**src/rtl/id_stage_reg_pkg.sv**
```systemverilog
// Shared widths and the control-bundle layout for the ID/EXE pipeline register.
// Imported by id_stage_reg and its field registers.
package id_stage_reg_pkg;

  localparam int DEF_WORD_LEN        = 32;
  localparam int DEF_REG_ADDRESS_LEN = 4;
  localparam int EXE_CMD_LEN         = 4;
  localparam int SHIFTER_OPERAND_LEN = 12;
  localparam int SIGNED_IMM_LEN      = 24;
  localparam int STATUS_LEN          = 4;
  localparam int BUBBLE_CNT_LEN      = 16;

  typedef struct packed {
    logic                   wb_en;
    logic                   mem_read_en;
    logic                   mem_write_en;
    logic                   branch;
    logic                   status_update;
    logic                   imm;
    logic [EXE_CMD_LEN-1:0] exe_cmd;
    logic                   valid;
  } ctrl_t;

endpackage

```
**src/rtl/id_stage_reg_pipe_field_reg.sv**
```systemverilog
// pipe_field_reg: width-parameterised flop, sync active-low reset, hold, clear, load.
// Ports: clk, rst, i_hold, i_clr, i_d[W], o_q[W]. Priority: rst, hold, clr, load.
module pipe_field_reg #(
  parameter int W = 1
) (
  input  logic         clk,
  input  logic         rst,
  input  logic         i_hold,
  input  logic         i_clr,
  input  logic [W-1:0] i_d,
  output logic [W-1:0] o_q
);

  logic [W-1:0] r_q;

  always_ff @(posedge clk) begin
    if (!rst)
      r_q <= '0;
    else if (i_hold)
      r_q <= r_q;
    else if (i_clr)
      r_q <= '0;
    else
      r_q <= i_d;
  end

  assign o_q = r_q;

endmodule

```
**src/rtl/id_stage_reg.sv**
```systemverilog
// ID/EXE pipeline register: load, freeze hold, flush/hazard bubble insertion.
// Ports: clk, rst (sync, active-low), freeze, flush, hazard_detected, id_* in,
// exe_* out, exe_valid; bubble_count only when ID_STAGE_BUBBLE_COUNT_EN is defined.
module id_stage_reg
  import id_stage_reg_pkg::*;
#(
  parameter int WORD_LEN        = DEF_WORD_LEN,
  parameter int REG_ADDRESS_LEN = DEF_REG_ADDRESS_LEN
) (
  input  logic                           clk,
  input  logic                           rst,
  input  logic                           freeze,
  input  logic                           flush,
  input  logic                           hazard_detected,
  input  logic                           id_wb_en,
  input  logic                           id_mem_read_en,
  input  logic                           id_mem_write_en,
  input  logic                           id_branch,
  input  logic                           id_status_update,
  input  logic                           id_imm,
  input  logic [EXE_CMD_LEN-1:0]         id_exe_cmd,
  input  logic [WORD_LEN-1:0]            id_val_rn,
  input  logic [WORD_LEN-1:0]            id_val_rm,
  input  logic [WORD_LEN-1:0]            id_pc,
  input  logic [SHIFTER_OPERAND_LEN-1:0] id_shifter_operand,
  input  logic [SIGNED_IMM_LEN-1:0]      id_signed_imm,
  input  logic [STATUS_LEN-1:0]          id_status,
  input  logic [REG_ADDRESS_LEN-1:0]     id_dest,
  input  logic [REG_ADDRESS_LEN-1:0]     id_src1,
  input  logic [REG_ADDRESS_LEN-1:0]     id_src2,
  output logic                           exe_wb_en,
  output logic                           exe_mem_read_en,
  output logic                           exe_mem_write_en,
  output logic                           exe_branch,
  output logic                           exe_status_update,
  output logic                           exe_imm,
  output logic [EXE_CMD_LEN-1:0]         exe_exe_cmd,
  output logic [WORD_LEN-1:0]            exe_val_rn,
  output logic [WORD_LEN-1:0]            exe_val_rm,
  output logic [WORD_LEN-1:0]            exe_pc,
  output logic [SHIFTER_OPERAND_LEN-1:0] exe_shifter_operand,
  output logic [SIGNED_IMM_LEN-1:0]      exe_signed_imm,
  output logic [STATUS_LEN-1:0]          exe_status,
  output logic [REG_ADDRESS_LEN-1:0]     exe_dest,
  output logic [REG_ADDRESS_LEN-1:0]     exe_src1,
  output logic [REG_ADDRESS_LEN-1:0]     exe_src2,
`ifdef ID_STAGE_BUBBLE_COUNT_EN
  output logic [BUBBLE_CNT_LEN-1:0]      bubble_count,
`endif
  output logic                           exe_valid
);

  localparam int DATA_W = 3 * WORD_LEN;
  localparam int MISC_W =
    SHIFTER_OPERAND_LEN + SIGNED_IMM_LEN + STATUS_LEN;
  localparam int REGS_W = 3 * REG_ADDRESS_LEN;

  // Flush and hazard share one bubble; OR-ing them counts it once.
  logic w_bubble;
  assign w_bubble = flush | hazard_detected;

  ctrl_t w_ctrl_d;
  ctrl_t w_ctrl_q;

  always_comb begin
    w_ctrl_d               = '0;
    w_ctrl_d.wb_en         = id_wb_en;
    w_ctrl_d.mem_read_en   = id_mem_read_en;
    w_ctrl_d.mem_write_en  = id_mem_write_en;
    w_ctrl_d.branch        = id_branch;
    w_ctrl_d.status_update = id_status_update;
    w_ctrl_d.imm           = id_imm;
    w_ctrl_d.exe_cmd       = id_exe_cmd;
    w_ctrl_d.valid         = 1'b1;
  end

  logic [DATA_W-1:0] w_data_q;
  logic [MISC_W-1:0] w_misc_q;
  logic [REGS_W-1:0] w_regs_q;

  pipe_field_reg #(.W($bits(ctrl_t))) u_ctrl (
    .clk    (clk),
    .rst    (rst),
    .i_hold (freeze),
    .i_clr  (w_bubble),
    .i_d    (w_ctrl_d),
    .o_q    (w_ctrl_q)
  );

  pipe_field_reg #(.W(DATA_W)) u_data (
    .clk    (clk),
    .rst    (rst),
    .i_hold (freeze),
    .i_clr  (w_bubble),
    .i_d    ({id_val_rn, id_val_rm, id_pc}),
    .o_q    (w_data_q)
  );

  pipe_field_reg #(.W(MISC_W)) u_misc (
    .clk    (clk),
    .rst    (rst),
    .i_hold (freeze),
    .i_clr  (w_bubble),
    .i_d    ({id_shifter_operand, id_signed_imm, id_status}),
    .o_q    (w_misc_q)
  );

  pipe_field_reg #(.W(REGS_W)) u_regs (
    .clk    (clk),
    .rst    (rst),
    .i_hold (freeze),
    .i_clr  (w_bubble),
    .i_d    ({id_dest, id_src1, id_src2}),
    .o_q    (w_regs_q)
  );

  assign exe_wb_en         = w_ctrl_q.wb_en;
  assign exe_mem_read_en   = w_ctrl_q.mem_read_en;
  assign exe_mem_write_en  = w_ctrl_q.mem_write_en;
  assign exe_branch        = w_ctrl_q.branch;
  assign exe_status_update = w_ctrl_q.status_update;
  assign exe_imm           = w_ctrl_q.imm;
  assign exe_exe_cmd       = w_ctrl_q.exe_cmd;
  assign exe_valid         = w_ctrl_q.valid;

  assign {exe_val_rn, exe_val_rm, exe_pc} = w_data_q;
  assign {exe_shifter_operand, exe_signed_imm, exe_status} = w_misc_q;
  assign {exe_dest, exe_src1, exe_src2} = w_regs_q;

`ifdef ID_STAGE_BUBBLE_COUNT_EN
  logic [BUBBLE_CNT_LEN-1:0] r_bubble_count;

  always_ff @(posedge clk) begin
    if (!rst)
      r_bubble_count <= '0;
    else if (!freeze && w_bubble && (r_bubble_count != '1))
      r_bubble_count <= r_bubble_count + 1'b1;
  end

  assign bubble_count = r_bubble_count;
`endif

endmodule

```
**config.mk**
```make
export PLATFORM = sky130hd
export DESIGN_NAME = id_stage_reg
export DESIGN_NICKNAME = d
export VERILOG_FILES = /design/src/rtl/id_stage_reg_pkg.sv /design/src/rtl/id_stage_reg_pipe_field_reg.sv /design/src/rtl/id_stage_reg.sv
export SDC_FILE = /design/constraint.sdc
export NUM_CORES = 1
export LEC_CHECK = 0
export CORE_MARGIN = 2
export CORE_UTILIZATION = 30
export DETAILED_ROUTE_END_ITERATION = 10
export GPL_TIMING_DRIVEN = 0
export SYNTH_ARGS = -nofsm -noshare
export SYNTH_HDL_FRONTEND = slang
export SYNTH_SLANG_ARGS = --single-unit
export TNS_END_PERCENT = 1
```
**constraint.sdc**
```tcl
create_clock -name clk -period 2.23 [get_ports clk]
set_clock_uncertainty 0.1 [all_clocks]
set_input_delay 0.446 -clock clk [delete_from_list [all_inputs] [get_ports clk]]
set_output_delay 0.446 -clock clk [all_outputs]
set_load 0.1 [all_outputs]
```
==> impl_metrics.ini, run 1 <==
[grt]
antenna_found_initial = 1
grt-ovfl-total = 0
use_met3_pct = 5.26
grt_pass1_wl_um = 36600
met1_usage_pct = 24.4
grt_usage_pct = 19.3
grt_pass1_vias = 6490
met2_usage_pct = 31.1
top_usage_layer = met2
grt_max_degree = 17

[placed_design]
place_ws_ns = 0.157
gp_congestion = 0.812
place_inst = 1352
placed_area_um2 = 10600
io_buffer_count = 317
hpwl_um = 17600

[power]
pwr-share-seq_pct = 41.3
swShare_pct = 30.4
p_int_mw = 4.96
switchingPower_mw = 2.16
combPwrFrac_pct = 18.5
powerDensity_nw_per_um2 = 649
leakage_nw = 4.30
irDropWorstVdd_mv = 0.422
clockPowerShare_pct = 40.2

[setup_path]
start_kind = register
worst_r2r_path_depth = 2
crit_type = register to output port
path_delay_family = buffers and inverters
crit_cells = 1
cp_slowest_cell = dlygate4sd2_1
crit_chain = dlygate4sd2_1
cp.required_ns = 1.68
crit_buf_inv = 1
crit_fanout = 2
max_stage_delay_ns = 0.89
worst_setup_path_end_kind = output port
worstPathArrival_ns = 1.65

[status]
outcome = completed

[floorplan]
die_area_um2 = 24600
pin_count = 322
die_y_um = 157
core-area_um2 = 22800
start_util_pct = 30.8
die_w_um = 157
rows = 55

[yosys]
synth_xor_area_share_pct = 0
synth_top_family_by_area = simple AND/OR/NAND/NOR gates
synth_ff_type = dfxtp_1
synth_compound_area_share_pct = 17.0
synth_simple_gate_area_share_pct = 31.2
synth_nets = 885
synth_top_area_cell = dfxtp_1
synth_mux_area_share_pct = 0
synth_edf_count = 0
synth_adder_area_share_pct = 0
yosysWarnings = 0
synthArstFlopShare_pct = 0
yosys.cell_types.count = 10
syn_avg_cell_area_um2 = 9.70
synth_cells = 722
synth.area.top_cells = dfxtp_1 (45%), or4b_1 (23%), a21boi_1 (17%), nand2_1 (8.5%), clkbuf_1 (2.8%)
synthTopCellsByCount = a21boi_1 (159), dfxtp_1 (159), nand2_1 (159)
ys_seq_area_share_pct = 45.4
syn_area_um2 = 7010
ys_ff_latch = 159
synth_top_area_share_pct = 45.4

[sta]
setup_ws_ns = 0.0304
slew_violations = 0
setup_viol = 0
slew_headroom_pct = 30.5
finalCritPeriodShare_pct = 98.6
rsz0062_at_grt = false
fmax_mhz = 455
final.setup.tns_ns = 0
worst_slew_pin_slew_ns = 1.05
fin_crit_ns = 2.20
final_hold_viol_count = 0

[finish]
fillers = 2247
syn_to_final_growth_pct = 56.6
finalInstanceArea_um2 = 11000
drive_above_1_share_pct = 6.82
final_cells = 1385
final_util_pct = 48.2
nNetsFinal = 1221

[drt]
viasPerCell = 4.79
ant_nets = 0
wl_per_cell_um = 17.3
drt_pass1_iterations = 4
drt_iter0_drc = 284
via_count = 6629
drc = 0
wl_um = 23900

[clock_tree]
clockBufferDepth = 2
holdBufCountCts = 0
cts_buffers = 17
htreeDepth = 4
cts_setup_buffers = 0
clk_pin_slew_ns = 0.06
clock_latency_ns = 0.43
cts_sinks = 159
cts_tree = done
clock_tree.root_cell = clkbuf_16

[min_path]
hold_depth = 3
hold_path_class = primary input to register

[run]
maxCapViolCount = 0
-- placed cells by master, fill, tap and decap left out, drive strengths merged --
| master | n |
|---|---|
| a21boi | 159 |
| buf | 31 |
| bufinv | 1 |
| clkbuf | 83 |
| clkdlybuf4s15 | 53 |
| clkdlybuf4s50 | 158 |
| clkinv | 6 |
| clkinvlp | 2 |
| dfxtp | 159 |
| diode | 1 |
| dlygate4sd2 | 97 |
| inv | 4 |
| nand2 | 159 |
| or3 | 1 |
| or4b | 158 |
-- worst paths after layout --
| path | start | endpoint | slack, ns |
|---|---|---|---|
| worst max-delay path | u_data.o_q[34] | exe_val_rm[2] | 0.03 |
| worst min register to register | u_regs.o_q[6] | u_regs.o_q[6] | 0.35 |
| worst min-delay path | hazard_detected | u_regs.o_q[6] | 0.28 |
| worst max register to register | u_regs.o_q[11] | u_regs.o_q[11] | 1.49 |
-- layout make-up --
class / instances / area, um2 / share of cell area (%)
clock inverter: 13 / 131 / 1.20
sequential: 159 / 3180 / 29.0
buffer: 86 / 445 / 4.06
clock buffer: 19 / 433 / 3.95
tap: 313 / 392 / 3.57
multi-input combinational: 477 / 3380 / 30.8
timing repair buffer: 317 / 3010 / 27.4
antenna: 1 / 2.50 / 0.0228
-- sequential cells by signal (all words and copies together), names as in the netlist --
register / flops
u_ctrl.o_q: 11
u_data.o_q: 96
u_misc.o_q: 40
u_regs.o_q: 12
-- worst register-to-register path: stages, from the launching register on --
cell and delay, ns:
dfxtp_1 0.35, nand2_1 0.06, a21boi_1 0.16
-- stage by stage --
step / hold slack (ns) / power (mW)
2_1_floorplan: 0.582 / 3.84
3_3_place_gp: 0.343 / 4.38
3_5_place_dp: 0.350 / 4.38
4_1_cts: 0.263 / 7.20
5_1_grt: 0.281 / 7.39
6_report: 0.282 / 7.12
-- logic make-up (layout without fill, tap and decap cells) --
group | after synthesis | after routing
other cells | 0 | 1
buf+inv | 86 | 435
flops | 159 | 159
compound gates | 159 | 159
simple gates | 318 | 318
-- power groups by stage --
stage	Sequential [mW]	Clock, mW	Combinational [mW]
global placement	3.01	0	1.37
global route	2.95	3.05	1.39
CTS	2.94	2.94	1.32
floorplan	3.50	0	0.335
detailed placement	3.01	0	1.37
finish	2.94	2.86	1.31
-- per-layer routing --
metal  vias to the layer above  share of wire [%]
li1                       3316                  -
met1                      3077                 44
met2                       195                 46
met3                        39                6.6
met4                         2                2.9
met5                         -              0.054
-- what timing repair did --
action                                  CTS  global route
endpoints found under the setup margin  159            55
pin swaps                                 0             0
gates cloned                              0             0
gates resized for setup                 170            60
Note: power is estimated with default switching activity, not from simulation.
==> inputs of run 2 (changes only) <==
--- a/config.mk
+++ b/config.mk
@@ -5,6 +5,7 @@
 export SDC_FILE = /design/constraint.sdc
 export NUM_CORES = 1
 export LEC_CHECK = 0
+export CAP_MARGIN = 15
 export CORE_MARGIN = 2
 export CORE_UTILIZATION = 30
 export DETAILED_ROUTE_END_ITERATION = 10
==> results of run 2 <==
The final DEF is identical to that of run 1; final timing and power are the same.
==> inputs of run 3 (changes only) <==
--- a/config.mk
+++ b/config.mk
@@ -10,6 +10,7 @@
 export CORE_UTILIZATION = 30
 export DETAILED_ROUTE_END_ITERATION = 10
 export GPL_TIMING_DRIVEN = 0
+export REMOVE_ABC_BUFFERS = 1
 export SYNTH_ARGS = -nofsm -noshare
 export SYNTH_HDL_FRONTEND = slang
 export SYNTH_SLANG_ARGS = --single-unit
==> run 3 against run 2 <==
Effect of this change: non-clock buffer count shrank 78; sequential power is essentially flat; via count shrank 6.7%; core utilization shrank 1.5 points; final cell count shrank 5.7%; total power shrank 2.7%; flip-flop and latch count is the same; critical endpoint is now exe_shifter_operand[4]; largest power group unchanged.
==> impl_metrics.ini, run 3 (synthesis results as in run 1) <==
[status]
outcome = completed

[grt]
met2_usage_pct = 27.0
grt_usage_pct = 16.6
grt_pass1_wl_um = 32400
antenna_found_initial = 0
grt_max_degree = 165
grt-ovfl-total = 0
use_met3_pct = 6.04
top_usage_layer = met2
grt_pass1_vias = 5784
met1_usage_pct = 20.8

[setup_path]
r2r-start = u_data.o_q[44]
worstPathArrival_ns = 1.63
worst_r2r_path_depth = 2
max_stage_delay_ns = 0.87
crit_type = register to output port
worst_setup_path_end_kind = output port
crit_buf_inv = 1
crit_fanout = 2
r2r_end = u_data.o_q[44]
worstSetupStartpoint = u_misc.o_q[32]
r2r_setup_slack_ns = 1.49
cp_slowest_cell = dlygate4sd2_1
cp.required_ns = 1.68
start_kind = register
crit_chain = dlygate4sd2_1
path_delay_family = buffers and inverters

[sta]
rsz0062_at_grt = false
setup_viol = 0
holdWs_ns = 0.352
slew_violations = 0
final_hold_viol_count = 0
setup_ws_ns = 0.0523
fin_crit_ns = 2.18
worst_slew_pin_slew_ns = 1.04
finalCritPeriodShare_pct = 97.7
slew_headroom_pct = 31.0
fmax_mhz = 459

[drt]
wl_per_cell_um = 16.2
ant_nets = 0
drc = 0
via_count = 6184
drt_pass1_iterations = 7
drt_iter0_drc = 357
wl_um = 21100
viasPerCell = 4.74

[clock_tree]
cts_sinks = 159
clock_tree.root_cell = clkbuf_16
clk_pin_slew_ns = 0.07
clock_latency_ns = 0.42
cts_setup_buffers = 0
clockBufferDepth = 2
htreeDepth = 4
cts_tree = done
cts_buffers = 17

[finish]
largest_reg_flops = 96
multi_input_area_um2 = 3380
regArea_um2 = 3180
drive_above_1_share_pct = 4.33
finalInstanceArea_um2 = 10600
final_cells = 1306
nNetsFinal = 1143
syn_to_final_growth_pct = 51.9
final_cell_mix = nand2_1 (159), a21boi_1 (159), dfxtp_1 (159), or4b_1 (158), clkdlybuf4s50_1 (158)
fillers = 2276
antenna_cells = 0

[floorplan]
die_y_um = 157
core-area_um2 = 22800
rows = 55
die_w_um = 157
start_util_pct = 30.8
pin_count = 322
die_area_um2 = 24600

[placed_design]
hpwl_um = 13200
place_ws_ns = 0.0901
place_inst = 1274
gp_congestion = 0.760
io_buffer_count = 321
placed_area_um2 = 10300

[min_path]
hold_path_class = register to register
min_to = u_ctrl.o_q[0]
hold_start = u_ctrl.o_q[0]
hold_depth = 2

[power]
leakage_nw = 4.23
power_mw = 6.93
irDropWorstVdd_mv = 0.403
powerDensity_nw_per_um2 = 651

[run]
maxCapViolCount = 0
## run 3: cell types whose count changed in the layout (fill, tap and decap cells not counted), sizes merged
cell and change:
buf -23, bufinv -1, clkbuf -59, clkdlybuf4s15 -24
clkinv -1, clkinvlp +2, diode -1, dlygate4sd2 +28
## run 3: metal layers
layer / routed length (um) / vias up
met5: 0 / -
met1: 9400 / 2820
met2: 9790 / 198
met4: 229 / 0
li1: - / 3150
met3: 1700 / 16
## run 3: area by class of cell
| class | instances | share of cell area (%) |
|---|---|---|
| Clock buffer | 19 | 4.07 |
| Sequential cell | 159 | 29.9 |
| Tap cell | 313 | 3.68 |
| Multi-Input combinational cell | 477 | 31.7 |
| Timing Repair Buffer | 325 | 29.6 |
| Clock inverter | 13 | 1.01 |
## run 3: worst max path at each step
stage	slack [ns]	cells after the start	end
finish	0.05	1	exe_shifter_operand[4]
global route	0.0004	1	exe_status[2]
CTS	0.00003	1	exe_val_rm[12]
detailed placement	0.09	4	u_data.o_q[95]
global placement	-6.61	3	u_data.o_q[18]
floorplan	0.76	0	exe_branch
## run 3: stage by stage
step	util, %	TNS [ns]
after floorplan	-	0
after global placement	44.6	-1031.54
after detailed placement	45.1	0
after CTS	46.6	0
after global routing	46.7	0
final	46.7	0
## run 3: report_power, final
group / total, mW / switching, mW / internal [mW]
clock network: 2.74 / 1.29 / 1.45
registers: 2.94 / 0.0307 / 2.91
logic: 1.25 / 0.797 / 0.457
## run 3: repair_timing
action	CTS	global route
gates resized for setup	161	37
endpoints found under the setup margin	159	33
hold buffers	0	0
